### src/rtl/mul_div_pkg.sv
// Shared definitions for the iterative multiply/divide controller:
// op encodings, FSM state type and the iteration count.
package mul_div_pkg;

  localparam logic [1:0] MD_MULT  = 2'b00;
  localparam logic [1:0] MD_MULTU = 2'b01;
  localparam logic [1:0] MD_DIV   = 2'b10;
  localparam logic [1:0] MD_DIVU  = 2'b11;

  localparam int MD_ITER = 32;

  typedef enum logic [1:0] {
    ST_IDLE,
    ST_RUN,
    ST_FIX,
    ST_DONE
  } md_state_t;

endpackage

### src/rtl/md_step_32.sv
// One radix-2 iteration: right-shift shift-add for multiply, left-shift
// restoring shift-subtract for divide, over a double-width accumulator.
module md_step_32 #(
  parameter int WIDTH = 32
) (
  input  logic               is_div,
  input  logic [2*WIDTH-1:0] acc,
  input  logic [WIDTH-1:0]   operand,
  output logic [2*WIDTH-1:0] acc_next
);

  logic [WIDTH:0] sum;
  logic [WIDTH:0] shifted;
  logic [WIDTH:0] diff;

  // diff[WIDTH] is the borrow: the remainder stays below the divisor, so a
  // successful subtract always leaves the top bit clear.
  always_comb begin
    sum      = {1'b0, acc[2*WIDTH-1:WIDTH]} + {1'b0, operand};
    shifted  = {acc[2*WIDTH-1:WIDTH], acc[WIDTH-1]};
    diff     = shifted - {1'b0, operand};
    acc_next = acc;
    if (is_div) begin
      if (!diff[WIDTH])
        acc_next = {diff[WIDTH-1:0], acc[WIDTH-2:0], 1'b1};
      else
        acc_next = {shifted[WIDTH-1:0], acc[WIDTH-2:0], 1'b0};
    end else if (acc[0]) begin
      acc_next = {sum, acc[WIDTH-1:1]};
    end else begin
      acc_next = {1'b0, acc[2*WIDTH-1:1]};
    end
  end

endmodule

### src/rtl/mul_div_ctrl.sv
// Multi-cycle MULT/MULTU/DIV/DIVU unit: works on operand magnitudes for
// WIDTH cycles, then applies the sign fix-up and registers hi/lo.
module mul_div_ctrl
  import mul_div_pkg::*;
#(
  parameter int WIDTH = MD_ITER
) (
  input  logic             clock,
  input  logic             reset,
  input  logic             start,
  input  logic [1:0]       op,
  input  logic [WIDTH-1:0] a,
  input  logic [WIDTH-1:0] b,
  output logic             busy,
  output logic             done,
  output logic [WIDTH-1:0] hi,
  output logic [WIDTH-1:0] lo,
  output logic             div_by_zero
);

  localparam int CW = $clog2(WIDTH);

  md_state_t state, next_state;

  logic [CW-1:0]      count;
  logic [1:0]         op_q;
  logic               sign_a;
  logic               sign_x;
  logic [2*WIDTH-1:0] acc;
  logic [2*WIDTH-1:0] acc_step;
  logic [WIDTH-1:0]   operand;
  logic [WIDTH-1:0]   a_mag;
  logic [WIDTH-1:0]   b_mag;
  logic               start_accept;

  logic [2*WIDTH-1:0] prod;
  logic [WIDTH-1:0]   quo;
  logic [WIDTH-1:0]   rem;
  logic [WIDTH-1:0]   hi_fix;
  logic [WIDTH-1:0]   lo_fix;
  logic               dz_fix;

  md_step_32 #(.WIDTH(WIDTH)) u_step (
    .is_div   (op_q[1]),
    .acc      (acc),
    .operand  (operand),
    .acc_next (acc_step)
  );

  assign start_accept = (state == ST_IDLE) && start;
  assign a_mag = (!op[0] && a[WIDTH-1]) ? -a : a;
  assign b_mag = (!op[0] && b[WIDTH-1]) ? -b : b;
  assign busy  = (state == ST_RUN) || (state == ST_FIX);
  assign done  = (state == ST_DONE);

  always_ff @(posedge clock) begin
    if (reset) state <= ST_IDLE;
    else       state <= next_state;
  end

  always_comb begin
    next_state = state;
    case (state)
      ST_IDLE: if (start) next_state = ST_RUN;
      ST_RUN:  if (count == '0) next_state = ST_FIX;
      ST_FIX:  next_state = ST_DONE;
      ST_DONE: next_state = ST_IDLE;
      default: next_state = ST_IDLE;
    endcase
  end

  // Divide by zero falls out of the restoring loop as quotient all-ones and
  // remainder equal to the latched dividend, so it only skips the sign fix-up.
  always_comb begin
    prod = acc;
    if (!op_q[0] && sign_x) prod = -acc;
    quo = acc[WIDTH-1:0];
    rem = acc[2*WIDTH-1:WIDTH];
    if (!op_q[0]) begin
      if (sign_x) quo = -acc[WIDTH-1:0];
      if (sign_a) rem = -acc[2*WIDTH-1:WIDTH];
    end
    dz_fix = op_q[1] && (operand == '0);
    hi_fix = prod[2*WIDTH-1:WIDTH];
    lo_fix = prod[WIDTH-1:0];
    if (op_q[1]) begin
      if (dz_fix) begin
        hi_fix = acc[2*WIDTH-1:WIDTH];
        lo_fix = '1;
      end else begin
        hi_fix = rem;
        lo_fix = quo;
      end
    end
  end

  always_ff @(posedge clock) begin
    if (reset) begin
      count       <= '0;
      op_q        <= MD_MULT;
      sign_a      <= 1'b0;
      sign_x      <= 1'b0;
      acc         <= '0;
      operand     <= '0;
      hi          <= '0;
      lo          <= '0;
      div_by_zero <= 1'b0;
    end else if (start_accept) begin
      count       <= CW'(WIDTH - 1);
      op_q        <= op;
      sign_a      <= !op[0] && a[WIDTH-1];
      sign_x      <= !op[0] && (a[WIDTH-1] ^ b[WIDTH-1]);
      acc         <= op[1] ? {{WIDTH{1'b0}}, a_mag} : {{WIDTH{1'b0}}, b_mag};
      operand     <= op[1] ? b_mag : a_mag;
      div_by_zero <= 1'b0;
    end else if (state == ST_RUN) begin
      acc   <= acc_step;
      count <= count - 1'b1;
    end else if (state == ST_FIX) begin
      hi          <= hi_fix;
      lo          <= lo_fix;
      div_by_zero <= dz_fix;
    end
  end

endmodule
### config.mk
export PLATFORM = sky130hd
export DESIGN_NAME = mul_div_ctrl
export DESIGN_NICKNAME = d
export VERILOG_FILES = /design/src/rtl/mul_div_pkg.sv /design/src/rtl/md_step_32.sv /design/src/rtl/mul_div_ctrl.sv
export SDC_FILE = /design/constraint.sdc
export NUM_CORES = 1
export LEC_CHECK = 0
export CAP_MARGIN = 10
export CELL_PAD_IN_SITES_DETAIL_PLACEMENT = 0
export CELL_PAD_IN_SITES_GLOBAL_PLACEMENT = 2
export CORE_MARGIN = 4
export CORE_UTILIZATION = 35
export DETAILED_ROUTE_END_ITERATION = 12
export PLACE_DENSITY_LB_ADDON = 0.1
export SLEW_MARGIN = 20
export SYNTH_ARGS = -nofsm -noshare
export SYNTH_HDL_FRONTEND = slang
export SYNTH_SLANG_ARGS = --single-unit
### constraint.sdc
create_clock -name clock -period 8.06 [get_ports clock]
set_clock_uncertainty 0.15 [all_clocks]
set_input_delay 1.209 -clock clock [delete_from_list [all_inputs] [get_ports clock]]
set_output_delay 1.209 -clock clock [all_outputs]
set_load 0.01 [all_outputs]
After elaboration in Yosys (flattened, before gate mapping):

Index checks and enable logic that the tools add are counted.

* $add $sub $neg: 8
* bitwise operators: 3
* reductions and logical operators: 17
* equality and inequality tests: 5
* mux-type cells: 23

Operators by type and width (count)
* $mux 32: 12
* $mux 64: 6
* $neg 32->32: 4
* $neg 64->64: 1
* $add 32x32->33: 1
* $sub 33x32->33: 1
* $logic_not 32->1: 1
* $mux 5: 2
* $pmux 2 s4: 1
* $logic_and 1x1->1: 6
* $logic_not 5->1: 1
* $sub 5x1->5 const B: 1
* $eq 2x2->1 const B: 2
* $mux 2: 2
* $reduce_and 2->1: 2
* $reduce_and 3->1: 1
* $eq 2x1->1 const B: 1
* $logic_not 1->1: 2
* $logic_not 2->1: 1
* $ne 2x1->1 const B: 1
* $ne 2x2->1 const B: 1
* $not 1->1: 2
* $reduce_bool 2->1: 1
* $reduce_or 2->1: 1
* 2 further kinds: 2

* input port bits: 69
* register bits: 172
* word-level logic and storage cells: 66

Depth between registers and ports, before layout:

* depth after elaboration: 5
* gate-level depth with buffers: 15
* depth with buffers taken out: 13

Modules after synthesis:

From an unflattened synthesis, not the netlist that was laid out.

* cells, all modules: 1924
* area, all modules: 14910.6 sq um

Modules (own cells, without submodules)
* mul_div_ctrl: instances 1, cells each 1234, area each 10189.8 sq um, sequential area each 3443.3 sq um
* md_step_32: instances 1, cells each 690, area each 4720.8 sq um, sequential area each 0.0 sq um

Worst setup path after synthesis:

OpenSTA, ideal clock, no wires.

* path type: in2reg
* from: in a[13]
* to: reg acc[31]
* cell stages on the path: 8
* slack: 4.481 ns
* buffers on the path: 0
* library setup time: 0.086 ns
* data arrival time: 3.343 ns
* cell sequence: or4_1 > nor4_2 > or3b_2 > nor4_4 > and3b_1 > o21ai_0 > o211a_1 > a211oi_1

* longest elaborated chain between the ends: 4

RTL lines
* start, declared: RTL line mul_div_ctrl.sv:12 `input logic [WIDTH-1:0] a,`
* $neg 32->32: RTL line mul_div_ctrl.sv:51 `assign a_mag = (!op[0] && a[WIDTH-1]) ? -a : a;`
* $mux 32: RTL line mul_div_ctrl.sv:51
* $mux 32: RTL line mul_div_ctrl.sv:113 `acc <= op[1] ? {{WIDTH{1'b0}}, a_mag} : {{WIDTH{1'b0}}, b_mag};`
* $mux 64: RTL line mul_div_ctrl.sv:108 `end else if (start_accept) begin`
* end signal, assigned: RTL line mul_div_ctrl.sv:113
* end signal, assigned: RTL line mul_div_ctrl.sv:117 `acc <= acc_step;`
* end, declared: RTL line mul_div_ctrl.sv:29 `logic [2*WIDTH-1:0] acc;`

Every way passes these cells.
A chain may end at the register's enable or synchronous reset.

Final worst setup path:

* from: reg acc[33]
* to: reg acc[59]

* longest elaborated chain between the ends: 5
* elaborated cells on any way between the ends: 7
* those cells by class: 2 x add/sub; 5 x mux

RTL lines
* $sub 33x32->33 / $add 32x32->33 (equally long branches): RTL line md_step_32.sv:21, md_step_32.sv:19
* $mux 64 (on tied branches): RTL line md_step_32.sv:24, md_step_32.sv:28
* $mux 64 (*): RTL line md_step_32.sv:23 `if (is_div) begin`
* $mux 64 (*): RTL line mul_div_ctrl.sv:116 `end else if (state == ST_RUN) begin`
* $mux 64 (*): RTL line mul_div_ctrl.sv:108

Mark *: on every way between the ends. The rest lies on a longest branch, timed or not. The select of a mux whose other input is x is not followed.

==> impl_metrics.tcl <==
set metrics [dict create \
    rows 74 \
    top_level_ports 136 \
    setup_violations 0 \
    gp_congestion 0.890 \
    switching_share_pct 49.6 \
    ys_seq_elements 172 \
    rsz0062_at_grt "false" \
    cts_num_sinks 172 \
    core-area_sq_mm 0.0408 \
    clk_path_buf_depth 2 \
    r2r-start "acc[33]" \
    required_ns 8.28 \
    cp_max_fo 8 \
    ys_async_sr_fraction_pct 0 \
    drive_gt1_share_pct 5.43 \
    htreeDepth 4 \
    worstMarginPinSlew_ns 1.03 \
    cts_setup_buffers 0 \
    fin_nets 2160 \
    drt_iter0_drc 1067 \
    end_kind "register" \
    nFillCells 4269 \
    cts_buffers 17 \
    cts_resized 0 \
    hpwl_microns 42400 \
    die_area_sq_mm 0.0447 \
    die_x_microns 211 \
    r2r_end "acc[59]" \
    dr.pass1.iters 5 \
    reg2reg_slack_ns 3.70 \
    hold_path_depth 2 \
    antenna_cells 0 \
    hp-start "sign_a" \
    overflow 0 \
    critical_path_class "register to register" \
    critical-path-max-stage-delay_ns 0.76 \
    ir_drop_mv 0.198 \
    cap_violations 0 \
    drcViolationCount 0 \
    yosys_warnings 0 \
    synthCells 1966 \
    power_frac_comb_pct 59.2 \
    p_switching_w 0.00280 \
    synth_edf_count 0 \
    placed_area_sq_mm 0.0162 \
    hold_path_end "sign_a" \
    maxSlewHeadroom_pct 31.2 \
    synthDistinctLibCells 81 \
    port-buffer-count 135 \
    r2r_cells 12 \
    final_cell_area_sq_mm 0.0168 \
    clockPowerShare_pct 15.2 \
    timing.hold.ws_ns 0.322 \
    path_clk_slew_ns 0.08 \
    areaGrowthSynthToFinish_pct 15.9 \
    p_int_w 0.00284 \
    holdCritPathClass "register to register" \
    vias 14500 \
    hold_viol 0 \
    power.density_mw_per_mm2 336 \
    period_share_pct 54.0 \
    seq_power_share_pct 25.6 \
    grt_pass1_vias 13900 \
    cts_tree "built" \
    grt_use_total_pct 24.5 \
    final_core_util_pct 41.1 \
    fin_total_pwr_w 0.00564 \
    status "complete, no violations" \
    cpMostUsedCell "a21oi_1" \
    wl_per_cell_microns 21.8 \
    period_minus_slack_ns 4.36 \
    syn_area_per_cell_sq_um 7.37 \
    ys_seq_area_share_pct 23.8 \
    crit_slowest_cell "o31ai_1" \
    hold_buffers 0 \
    fmax_mhz 230 \
    fin_setup_tns_ns 0 \
    worstSetupStartpointType "register" \
    totalWireLength_microns 55900 \
    clk_latency_ns 0.47 \
    crit_chain "inv_1, fa_1, nor2b_1, o21bai_1, a211oi_1, a21oi_1, o2111a_1, o31ai_1, a21oi_1, xor2_1, nand2_1, a22o_1" \
    antenna_left 0 \
    viasPerCell 5.66 \
    worstPathArrival_ns 4.57 \
    grt_max_degree 82 \
    synth_top_flop_cell "dfxtp_1" \
    die_height_microns 211 \
    synth_area_sq_mm 0.0145 \
    grt_pass1_wl_microns 85300 \
    cts-root-buf "clkbuf_16" \
    synth_nets 2112 \
    start_util_pct 35.5 \
    antenna_found_initial 0 \
    leakage_nw 6.36 \
    slew_violations 0 \
]
-- synthesized netlist by cell type (21+ instances only) --
library cell / instances / area (sq um)
mux2i_1: 65 / 651
o211ai_1: 61 / 458
xor2_1: 79 / 692
xnor2_1: 94 / 823
dfxtp_1: 172 / 3440
nand3_1: 25 / 125
a21oi_1: 196 / 981
clkbuf_1: 101 / 379
a31oi_1: 21 / 131
a211oi_1: 43 / 323
nor2_1: 214 / 803
o21ai_0: 133 / 666
nor3_1: 45 / 225
nor2b_1: 21 / 131
nand2b_1: 23 / 144
o22ai_1: 38 / 238
inv_1: 70 / 263
nand2_1: 195 / 732
a21o_1: 23 / 173
ha_1: 75 / 938
-- power groups by stage --
stage	Combinational [W]	Clock, W	Sequential [W]
global route	0.00368	0.000913	0.00148
floorplan	0.00237	0	0.00130
detailed placement	0.00331	0	0.00147
CTS	0.00333	0.000878	0.00145
finish	0.00334	0.000857	0.00144
global placement	0.00332	0	0.00146
-- kinds of logic (layout without fill, tap and decap cells) --
family | count (synthesis) | count (layout) | share of synthesized area, %
adders and majority gates | 77 | 77 | 6.76
muxes | 74 | 74 | 5.19
buffers and inverters | 200 | 261 | 5.49
xor gates and xnor gates | 174 | 174 | 10.6
DFF | 172 | 172 | 23.8
and+or+nand+nor | 648 | 648 | 21.5
AOI/OAI and AO/OA | 621 | 621 | 26.7
-- worst max-delay path, delay by kind of cell, from the launching register on --
| kind | cells | cell delay [ns] |
|---|---|---|
| AOI/OAI and AO/OA | 7 | 2.37 |
| DFF | 1 | 0.52 |
| adders and majority gates | 1 | 0.47 |
| and+or+nand+nor | 2 | 0.37 |
| buffers and inverters | 1 | 0.21 |
| xor gates and xnor gates | 1 | 0.18 |
-- flip-flops by register name, indices dropped and copies added, names as in the netlist --
name         cells
acc             64
count            5
div_by_zero      1
hi              32
lo              32
op_q             2
operand         32
sign_a           1
sign_x           1
state            2
-- cell usage in the layout, fill, tap and decap left out, drive strengths merged, types with 21 or more instances in the layout --
master         Yosys  routed
nor2             214     214
nand2            197     197
a21oi            196     196
dfxtp            172     172
o21ai            142     142
clkdlybuf4s50      0     133
xnor2             95      95
xor2              79      79
ha                75      75
inv               70      74
mux2i             65      65
o211ai            61      61
nor3              49      49
a211oi            43      43
o22ai             38      38
buf               29      26
nand3             25      25
nand2b            23      23
a21o              23      23
nor4              23      23
nor2b             21      21
a31oi             21      21
-- through the flow --
step                      setup WS [ns]  cells
final                              3.70   2559
after global placement             3.49   2527
after detailed placement           3.48   2527
after floorplan                    4.48   1966
after CTS                          3.73   2559
after global routing               3.38   2559
-- how the worst max path moves through the flow --
| stage | start | end | slack [ns] |
|---|---|---|---|
| finish | acc[33] | acc[59] | 3.70 |
| global route | acc[32] | acc[52] | 3.38 |
| CTS | acc[33] | acc[59] | 3.73 |
| detailed placement | b[0] | acc[28] | 3.48 |
| global placement | a[3] | acc[28] | 3.49 |
| floorplan | a[13] | acc[31] | 4.48 |
-- layer usage --
layer  vias up  share of wire (%)  global-route usage (%)
met3        52                3.9                    3.16
li1       7146                  -                       -
met2       360                 48                    41.1
met5         -                  0                       0
met1      6925                 46                    33.7
met4         0                2.1                    5.82
-- final cells by class --
type	count	area (sq um)	area share, %
multi-input combinational	1594	10300	61.3
inverter	70	263	1.57
sequential	172	3450	20.5
clock buffer	18	439	2.62
tap	532	666	3.97
timing repair buffer	159	1520	9.08
clock inverter	14	156	0.932
No activity file was read; power rests on OpenSTA's default activity.
==> variant (same flow settings) <==
Change the package constant `MD_ITER` from 32 to 16.
--- a/src/rtl/mul_div_pkg.sv
+++ b/src/rtl/mul_div_pkg.sv
@@ -7,7 +7,7 @@
   localparam logic [1:0] MD_DIV   = 2'b10;
   localparam logic [1:0] MD_DIVU  = 2'b11;
 
-  localparam int MD_ITER = 32;
+  localparam int MD_ITER = 16;
 
   typedef enum logic [1:0] {
     ST_IDLE,
Interface: changed (resized a, b, hi and lo); port bits go from 136 to 72. The function was not compared with the original's and may differ.
==> variant against the unedited design <==
Cell area is 50% lower; worst setup slack better by 670 ps; sequential cell count is 81 lower; area after synthesis is 50% lower; wire length is 60% lower; synthesized cell count is 51% lower; combinational power is 50% lower; largest cell class unchanged; hold slack worse by 2.3 ps; total power is 49% lower; largest power group unchanged; fmax is 18% higher; critical endpoint is now acc[29]; cell count is 51% lower.
==> variant: results <==
export IMPL_grtUsageTotal_pct=19.5
export IMPL_dp_hpwl_mm=16.5
export IMPL_regMostFlops="acc"
export IMPL_ys_warn_count=0
export IMPL_place_ws_ps=4130
export IMPL_first_pass_iters=5
export IMPL_synthTopCellsByCount="nor2_1 (109), nand2_1 (92), dfxtp_1 (91), a21oi_1 (85), xnor2_1 (56)"
export IMPL_drive_above_1_share_pct=4.35
export IMPL_grt_max_degree=77
export IMPL_outcome="complete, no violations"
export IMPL_vias=6687
export IMPL_grt_pass1_wl_mm=35.2
export IMPL_maxSlewHeadroom_pct=38.6
export IMPL_placed_area_um2=8100
export IMPL_ys_types=64
export IMPL_clk_latency_ps=360
export IMPL_crit_arrival_ps=3840
export IMPL_clk_pin_slew_ps=70
export IMPL_p_leak_nw=3.03
export IMPL_startpoint="acc[15]"
export IMPL_first_iter_violations=472
export IMPL_first_global_vias=6187
export IMPL_synthTopCellsByArea="dfxtp_1 (25%), ha_1 (7.3%), xnor2_1 (6.8%), mux2i_1 (6.0%), a21oi_1 (5.9%)"
export IMPL_crit_fanout=20
export IMPL_nets=1064
export IMPL_syn_nets=1035
export IMPL_globalplace_congestion=0.809
export IMPL_synthesis_instances=954
export IMPL_post_cts_buffers=0
export IMPL_antenna_found_initial=0
export IMPL_vdd_drop_max_v=0.000118
export IMPL_routed_wirelength_mm=22.1
export IMPL_numPlacedInstances=1242
export IMPL_n_antenna_cell=0
export IMPL_worstHoldStart="sign_a"
export IMPL_hold_class="reg -> reg"
export IMPL_portBuffers=71
export IMPL_fmax_ghz=0.271
export IMPL_synth_async_sr_flop_share_pct=0
export IMPL_cts_htree_levels=3
export IMPL_clock_root_buffer="clkbuf_16"
export IMPL_ys_seq_area_share_pct=25.2
export IMPL_viasPerCell=5.32
export IMPL_largest_register_ff_count=32
export IMPL_tritoncts_num_buffers=9
export IMPL_holdWs_ps=320
export IMPL_r2r_slack_ps=4370
variant: cell count changes in the layout (fill, tap and decap cells not counted), sizes merged, moves of 24 or more:
cell,unedited run,this run
a21oi,196,85
nand2,197,92
nor2,214,109
o21ai,142,41
dfxtp,172,91
clkdlybuf4s50,133,70
xor2,79,24
xnor2,95,56
inv,74,39
ha,75,42
nor3,49,21
o22ai,38,10
o211ai,61,37
variant: final cells by class:
type                            count  area, um^2
Fill cell                        2140       11800
Multi-Input combinational cell    762        5020
Sequential cell                    91        1820
Timing Repair Buffer               80         773
Tap cell                          270         338
Clock buffer                        9         225
Inverter                           39         146
Clock inverter                      7        71.3
variant: critical path, stage by stage (launching register included):
cell	delay (ps)
dfxtp_1	370
clkinv_1	240
ha_1	320
fa_1	410
nor2b_1	190
o31a_2	210
o221ai_2	110
a31oi_2	290
a211oi_2	130
xnor2_2	120
buf_4	340
mux2i_1	130
a2111oi_0	420
o21a_1	180
variant: layer usage:
metal / track usage [%] / wire [um] / vias to the layer above
li1: - / - / 3504
met4: 4.72 / 324 / 0
met5: 0 / 0 / -
met1: 30.3 / 11800 / 3039
met2: 28.4 / 9190 / 126
met3: 1.96 / 745 / 18
variant: path summary, 6_finish.rpt:
path / to / cells after the start
max: acc[29] / 13
min: sign_a / 2
max reg2reg: acc[29] / 13
min reg2reg: sign_a / 2
variant: power by group:
part / internal, mW / total, mW / switching, mW
Clock: 0.219 / 0.429 / 0.211
Combinational: 0.730 / 1.68 / 0.951
Sequential: 0.585 / 0.758 / 0.173
variant: through the flow:
stage                     power, mW  utilization, %
final                          2.87            41.5
after global placement         2.46            40.0
after floorplan                1.95               -
after CTS                      2.89            41.5
after global routing           3.12            41.5
after detailed placement       2.45            40.0
variant: cell families (layout without fill, tap and decap cells):
family          after synthesis  count (layout)  synth area share [%]
compound gates              287             287                  25.8
xor+xnor                     80              80                  9.70
fa+ha+maj                    44              44                  7.83
buf+inv                     101             135                  5.39
flops                        91              91                  25.2
mux                          44              44                  6.12
simple gates                307             307                  19.9
